### src/rtl/isa_bus_pkg.sv
// Shared types and constants for the ISA I/O cycle initiator.
package isa_bus_pkg;

  localparam int unsigned ISA_ADDR_W = 10;
  localparam int unsigned ISA_DATA_W = 8;

  localparam int unsigned DEF_T_SETUP      = 10;
  localparam int unsigned DEF_T_ALE_HOLD   = 24;
  localparam int unsigned DEF_T_STROBE     = 116;
  localparam int unsigned DEF_T_RECOVERY   = 10;
  localparam int unsigned DEF_WAIT_TIMEOUT = 255;

  typedef enum logic [2:0] {
    IDLE,
    ADDR,
    STROBE,
    WAIT,
    RELEASE,
    RECOVER
  } isa_state_e;

  // Largest of four phase lengths, used to size the shared phase counter.
  function automatic int unsigned max4(input int unsigned a, input int unsigned b,
                                       input int unsigned c, input int unsigned d);
    int unsigned m;
    m = a;
    if (b > m) m = b;
    if (c > m) m = c;
    if (d > m) m = d;
    return m;
  endfunction

endpackage

### src/rtl/isa_phase_counter.sv
// Loadable down-counter with zero flag; holds at zero instead of wrapping.
module isa_phase_counter #(
  parameter int unsigned WIDTH = 8
) (
  input  logic             clk,
  input  logic             rst_n,
  input  logic             load,
  input  logic [WIDTH-1:0] load_value,
  output logic [WIDTH-1:0] count,
  output logic             zero
);

  assign zero = (count == '0);

  // Reload on phase entry, otherwise count down and stop at zero.
  always_ff @(posedge clk) begin
    if (!rst_n) begin
      count <= '0;
    end else if (load) begin
      count <= load_value;
    end else if (!zero) begin
      count <= count - WIDTH'(1);
    end
  end

endmodule

### src/rtl/isa_io_cycle_initiator.sv
// ISA I/O bus-cycle initiator: one read/write request in, one full
// ALE/AEN + IOR/IOW cycle out, one-clock response pulse back.
module isa_io_cycle_initiator
  import isa_bus_pkg::*;
#(
  parameter int unsigned T_SETUP      = DEF_T_SETUP,
  parameter int unsigned T_ALE_HOLD   = DEF_T_ALE_HOLD,
  parameter int unsigned T_STROBE     = DEF_T_STROBE,
  parameter int unsigned T_RECOVERY   = DEF_T_RECOVERY,
  parameter int unsigned WAIT_TIMEOUT = DEF_WAIT_TIMEOUT
) (
  input  logic                  clk,
  input  logic                  rst_n,
  input  logic                  req_valid,
  output logic                  req_ready,
  input  logic                  req_write,
  input  logic [ISA_ADDR_W-1:0] req_addr,
  input  logic [ISA_DATA_W-1:0] req_wdata,
  output logic                  rsp_valid,
  output logic [ISA_DATA_W-1:0] rsp_rdata,
  output logic                  rsp_timeout,
  output logic [ISA_ADDR_W-1:0] isa_address,
  output logic                  isa_ale,
  output logic                  isa_aen,
  output logic                  isa_ior,
  output logic                  isa_iow,
  output logic [ISA_DATA_W-1:0] isa_data_out,
  output logic                  isa_data_oe,
  input  logic [ISA_DATA_W-1:0] isa_data_in,
  input  logic                  isa_iochrdy
);

  localparam int unsigned CNT_MAX = max4(max4(T_STROBE, WAIT_TIMEOUT, T_SETUP, T_RECOVERY),
                                         0, 0, 0);
  localparam int unsigned CNT_W   = $clog2(CNT_MAX + 1);

  typedef logic [CNT_W-1:0] cnt_t;

  // Counter is loaded with length-1 so that the zero flag marks the last
  // clock of a phase and the transition happens on the following edge.
  localparam cnt_t LD_SETUP    = cnt_t'(T_SETUP - 1);
  localparam cnt_t LD_STROBE   = cnt_t'(T_STROBE - 1);
  localparam cnt_t LD_WAIT     = cnt_t'(WAIT_TIMEOUT - 1);
  localparam cnt_t LD_RECOVERY = cnt_t'(T_RECOVERY - 1);
  // Counter value in STROBE at the edge where ALE/AEN must drop.
  localparam cnt_t ALE_DROP    = cnt_t'(T_STROBE - T_ALE_HOLD);

  isa_state_e state;
  logic       wr_q;

  logic       cnt_load;
  cnt_t       cnt_value;
  cnt_t       cnt_count;
  logic       cnt_zero;

  logic       accept;
  logic       release_now;
  logic       release_tmo;

  assign accept      = (state == IDLE) && req_valid && req_ready;
  assign release_now = ((state == STROBE) && cnt_zero && isa_iochrdy) ||
                       ((state == WAIT) && (isa_iochrdy || cnt_zero));
  assign release_tmo = (state == WAIT) && !isa_iochrdy && cnt_zero;

  isa_phase_counter #(
    .WIDTH(CNT_W)
  ) u_phase_counter (
    .clk       (clk),
    .rst_n     (rst_n),
    .load      (cnt_load),
    .load_value(cnt_value),
    .count     (cnt_count),
    .zero      (cnt_zero)
  );

  // Reload the phase counter on every state entry that has a timed phase.
  always_comb begin
    cnt_load  = 1'b0;
    cnt_value = '0;
    unique case (state)
      IDLE: begin
        if (accept) begin
          cnt_load  = 1'b1;
          cnt_value = LD_SETUP;
        end
      end
      ADDR: begin
        if (cnt_zero) begin
          cnt_load  = 1'b1;
          cnt_value = LD_STROBE;
        end
      end
      STROBE: begin
        if (cnt_zero && !isa_iochrdy) begin
          cnt_load  = 1'b1;
          cnt_value = LD_WAIT;
        end
      end
      RELEASE: begin
        cnt_load  = 1'b1;
        cnt_value = LD_RECOVERY;
      end
      default: begin
      end
    endcase
  end

  // Cycle FSM with registered bus and response outputs.
  always_ff @(posedge clk) begin
    if (!rst_n) begin
      state        <= IDLE;
      wr_q         <= 1'b0;
      req_ready    <= 1'b0;
      rsp_valid    <= 1'b0;
      rsp_rdata    <= '0;
      rsp_timeout  <= 1'b0;
      isa_address  <= '0;
      isa_ale      <= 1'b0;
      isa_aen      <= 1'b0;
      isa_ior      <= 1'b1;
      isa_iow      <= 1'b1;
      isa_data_out <= '0;
      isa_data_oe  <= 1'b0;
    end else begin
      rsp_valid <= 1'b0;
      unique case (state)
        IDLE: begin
          if (accept) begin
            wr_q        <= req_write;
            isa_address <= req_addr;
            if (req_write) isa_data_out <= req_wdata;
            isa_ale     <= 1'b1;
            isa_aen     <= 1'b1;
            isa_data_oe <= req_write;
            req_ready   <= 1'b0;
            state       <= ADDR;
          end else begin
            req_ready <= 1'b1;
          end
        end
        ADDR: begin
          if (cnt_zero) begin
            isa_ior <= wr_q;
            isa_iow <= !wr_q;
            if (T_ALE_HOLD == 0) begin
              isa_ale <= 1'b0;
              isa_aen <= 1'b0;
            end
            state <= STROBE;
          end
        end
        STROBE: begin
          if (cnt_count == ALE_DROP) begin
            isa_ale <= 1'b0;
            isa_aen <= 1'b0;
          end
          if (cnt_zero) state <= isa_iochrdy ? RELEASE : WAIT;
        end
        WAIT: begin
          if (release_now) state <= RELEASE;
        end
        RELEASE: begin
          isa_data_oe <= 1'b0;
          state       <= RECOVER;
        end
        RECOVER: begin
          if (cnt_zero) begin
            req_ready <= 1'b1;
            state     <= IDLE;
          end
        end
        default: state <= IDLE;
      endcase

      // Strobe release, read capture and response share one edge.
      if (release_now) begin
        isa_ior     <= 1'b1;
        isa_iow     <= 1'b1;
        rsp_valid   <= 1'b1;
        rsp_timeout <= release_tmo;
        if (!wr_q) rsp_rdata <= isa_data_in;
      end
    end
  end

endmodule

### config.mk
export PLATFORM = sky130hd
export DESIGN_NAME = isa_io_cycle_initiator
export DESIGN_NICKNAME = d
export VERILOG_FILES = /design/src/rtl/isa_bus_pkg.sv /design/src/rtl/isa_phase_counter.sv /design/src/rtl/isa_io_cycle_initiator.sv
export SDC_FILE = /design/constraint.sdc
export NUM_CORES = 1
export LEC_CHECK = 0
export CAP_MARGIN = 20
export CORE_MARGIN = 5
export CORE_UTILIZATION = 46
export DETAILED_ROUTE_END_ITERATION = 7
export PLACE_DENSITY = 0.92
export SKIP_LAST_GASP = 1
export SLEW_MARGIN = 20
export SYNTH_ARGS = -nofsm -noshare
export SYNTH_HDL_FRONTEND = slang
export SYNTH_SLANG_ARGS = --single-unit
### constraint.sdc
create_clock -name clk -period 2.9 [get_ports clk]
set_clock_uncertainty 0.2 [all_clocks]
set_input_delay 0.29 -clock clk [delete_from_list [all_inputs] [get_ports clk]]
set_output_delay 0.29 -clock clk [all_outputs]
set_load 0.05 [all_outputs]
==> results.cfg <==
[timing]
worst_pin_slew_ps = 782.1
rsz0062_at_grt = false
setup_viol = 0
fin_tns_setup_ps = 0
hold_viol_final = 0
timing.slew.headroom_pct = 47.38
fin_crit_sh_pct = 81.78
final.min_clock_period_ps = 2372
max_freq_mhz = 421.6
holdWs_ps = 255.3
slew_violations = 0

[floorplanning]
dieHeight_um = 76.22
core_um2 = 4294
rows = 24
dieArea_um2 = 5809
die_x_um = 76.22
initial_utilization_pct = 46.97
ioPinCount = 65

[yosys]
synth_area_um2 = 2017
synth_warnings = 0
synth_fp_nets = 280
synth.distinct_cells = 45
ys_seq_area_share_pct = 44.67
synthCells = 247
avgSynthCellArea_um2 = 8.166
synth-seq-cells = 45

[critical_path]
critPathLaunch = u_phase_counter.count[0]
worstPathRequired_ps = 2930
reg2reg_from = u_phase_counter.count[0]
cp_max_fo = 8
arrival_ps = 2400
crit_path_end_kind = flip-flop
path_class = reg2reg
startpoint_type = flip-flop

[min_path]
worstHoldStart = isa_address[5]
hold_class = reg2reg

[final_layout]
layout_common_cells = 64 x clkdlybuf4s50_1, 54 x nand2_1, 45 x dfxtp_1
syn2layout_area_growth_pct = 36.29
layout_commonest_cell = clkdlybuf4s50_1
finalInstanceArea_um2 = 2749
antenna_cells = 0
fin_nets = 334
nFillCells = 399
layout-drive-gt1-share_pct = 5.298
final_cells = 354

[detailed_routing]
drt_iter0_drc = 121
drc_errors = 0
vias = 1897
drt-vias-per-instance = 5.359
drt-total-wl_um = 5138
drtPass1Iterations = 4
ant_nets = 0
wire_per_inst_um = 14.51

[clock_tree]
clk_latency_ps = 300
clk_pin_slew_ps = 90
h-tree-depth = 2
cts_tree = yes
cts_hold_buf = 0
cts_setup_buffers = 0
root_buffer = clkbuf_8
clock_sinks = 45
cts_buffers = 5
cts_max_path_buffers = 2
cts_resized = 0

[global_route]
overflow = 0
grt_usage_pct = 17.62
grt_pass1_wl_um = 8556
antenna_found_initial = 0
grt_pass1_vias = 1775
grt_max_degree = 23

[place]
dp_hpwl_um = 3715
gp_congestion = 0.8459
placed_area_um2 = 2653
dp_cells = 346
port-buffer-count = 64

[outcome]
outcome = complete, no violations

[power]
power.total_w = 0.002305
p_per_area_nw_per_um2 = 838.4
power_leakage_nw = 1.006
vdd_drop_max_mv = 0.5050

[job]
maxCapViolCount = 0
## metrics by stage
stage / setup slack [ps] / utilization, %
after CTS: 539.3 / 64.02
final: 528.4 / 64.02
after detailed placement: 564.1 / 61.77
after global placement: 624.7 / 61.77
after floorplan: 681.7 / -
after global routing: 356.3 / 64.02
## worst paths after layout
kind / to / slack (ps) / depth (start not counted)
setup / recovery: rsp_rdata[4] / 530 / 6
hold / removal: isa_address[5] / 260 / 2
setup reg to reg: rsp_rdata[4] / 530 / 6
hold reg to reg: isa_address[5] / 260 / 2
## sequential cells by signal (all words and copies together) (netlist names)
signal and flops:
isa_iow 1, isa_address 10, isa_data_oe 1, req_ready 1, isa_ior 1, wr_q 1
isa_data_out 8, state 3, u_phase_counter.count 8, isa_aen 1, rsp_valid 1, rsp_timeout 1
rsp_rdata 8
## Yosys cell counts, drive strengths merged
cell type  instances  area, um^2
nor3b              2       15.01
a21boi             2       15.01
or3                2       12.51
dfxtp             45       900.9
and2               1       6.260
a31oi              2       12.51
nand2             54       202.7
ha                 2       25.02
or2                3       18.77
o2111ai            2       17.52
inv                7       26.28
o21ai              7       35.03
nand3b             1       7.510
and3               1       6.260
a21oi             27       135.1
or4bb              1       11.26
nor4               1       6.260
o41ai              1       8.760
nand2b             1       6.260
nor4bb             1       10.01
o31a               1       8.760
a211oi             1       7.510
mux2i              9       90.09
o21a               7       52.55
or3b               2       17.52
or4                3       26.27
nor2b              1       6.260
o211a              3       30.03
nand3             10       50.05
xnor2              2       17.52
and4b              1       10.01
nor3               6       30.03
o211ai             1       7.510
o31ai              2       15.01
a221oi             2       17.52
a211o              1       8.760
nor2              10       40.04
clkbuf            13       48.80
buf                5       28.77
nand4              3       18.77
o22ai              1       6.260
## routing by layer
layer | share of wire [%] | wire, um | global-route usage [%] | vias up
met3 | 4.7 | 241 | 4.255 | 8
met4 | 1.6 | 82 | 5.245 | 0
met5 | 0 | 0 | 0 | -
li1 | - | - | - | 967
met1 | 45 | 2327 | 22.38 | 869
met2 | 48 | 2486 | 29.45 | 53
## final cells by class
class	instances	area [um^2]	area share (%)
flip-flops and latches	45	900.9	32.77
inverters	7	26.28	0.9558
repair buffers	65	648.1	23.58
clock buffers	6	82.58	3.004
clock inverters	2	13.76	0.5007
well taps	52	65.06	2.367
multi-input cells	177	1012	36.82
## power breakdown
part | total (W) | internal, W | switching, W
Sequential | 0.000853 | 0.000725 | 0.000127
Combinational | 0.00105 | 0.000414 | 0.000634
Clock | 0.000404 | 0.000193 | 0.000211
Total | 0.00230 | 0.00133 | 0.000973
## cells by family after synthesis
logic type | synth area share [%]
DFF | 44.66
AOI/OAI and AO/OA | 18.73
adders and majority gates | 1.240
muxes | 4.467
xor gates and xnor gates | 0.8686
and+or+nand+nor | 24.88
buffers and inverters | 5.149
## worst max-delay path, stage by stage, from the launching register on
cell and delay (ps):
dfxtp_1 350, inv_1 110, ha_1 220, or3b_2 540
nor3_1 200, o211a_1 440, mux2i_1 240
No activity file was read; power rests on OpenSTA's default activity.
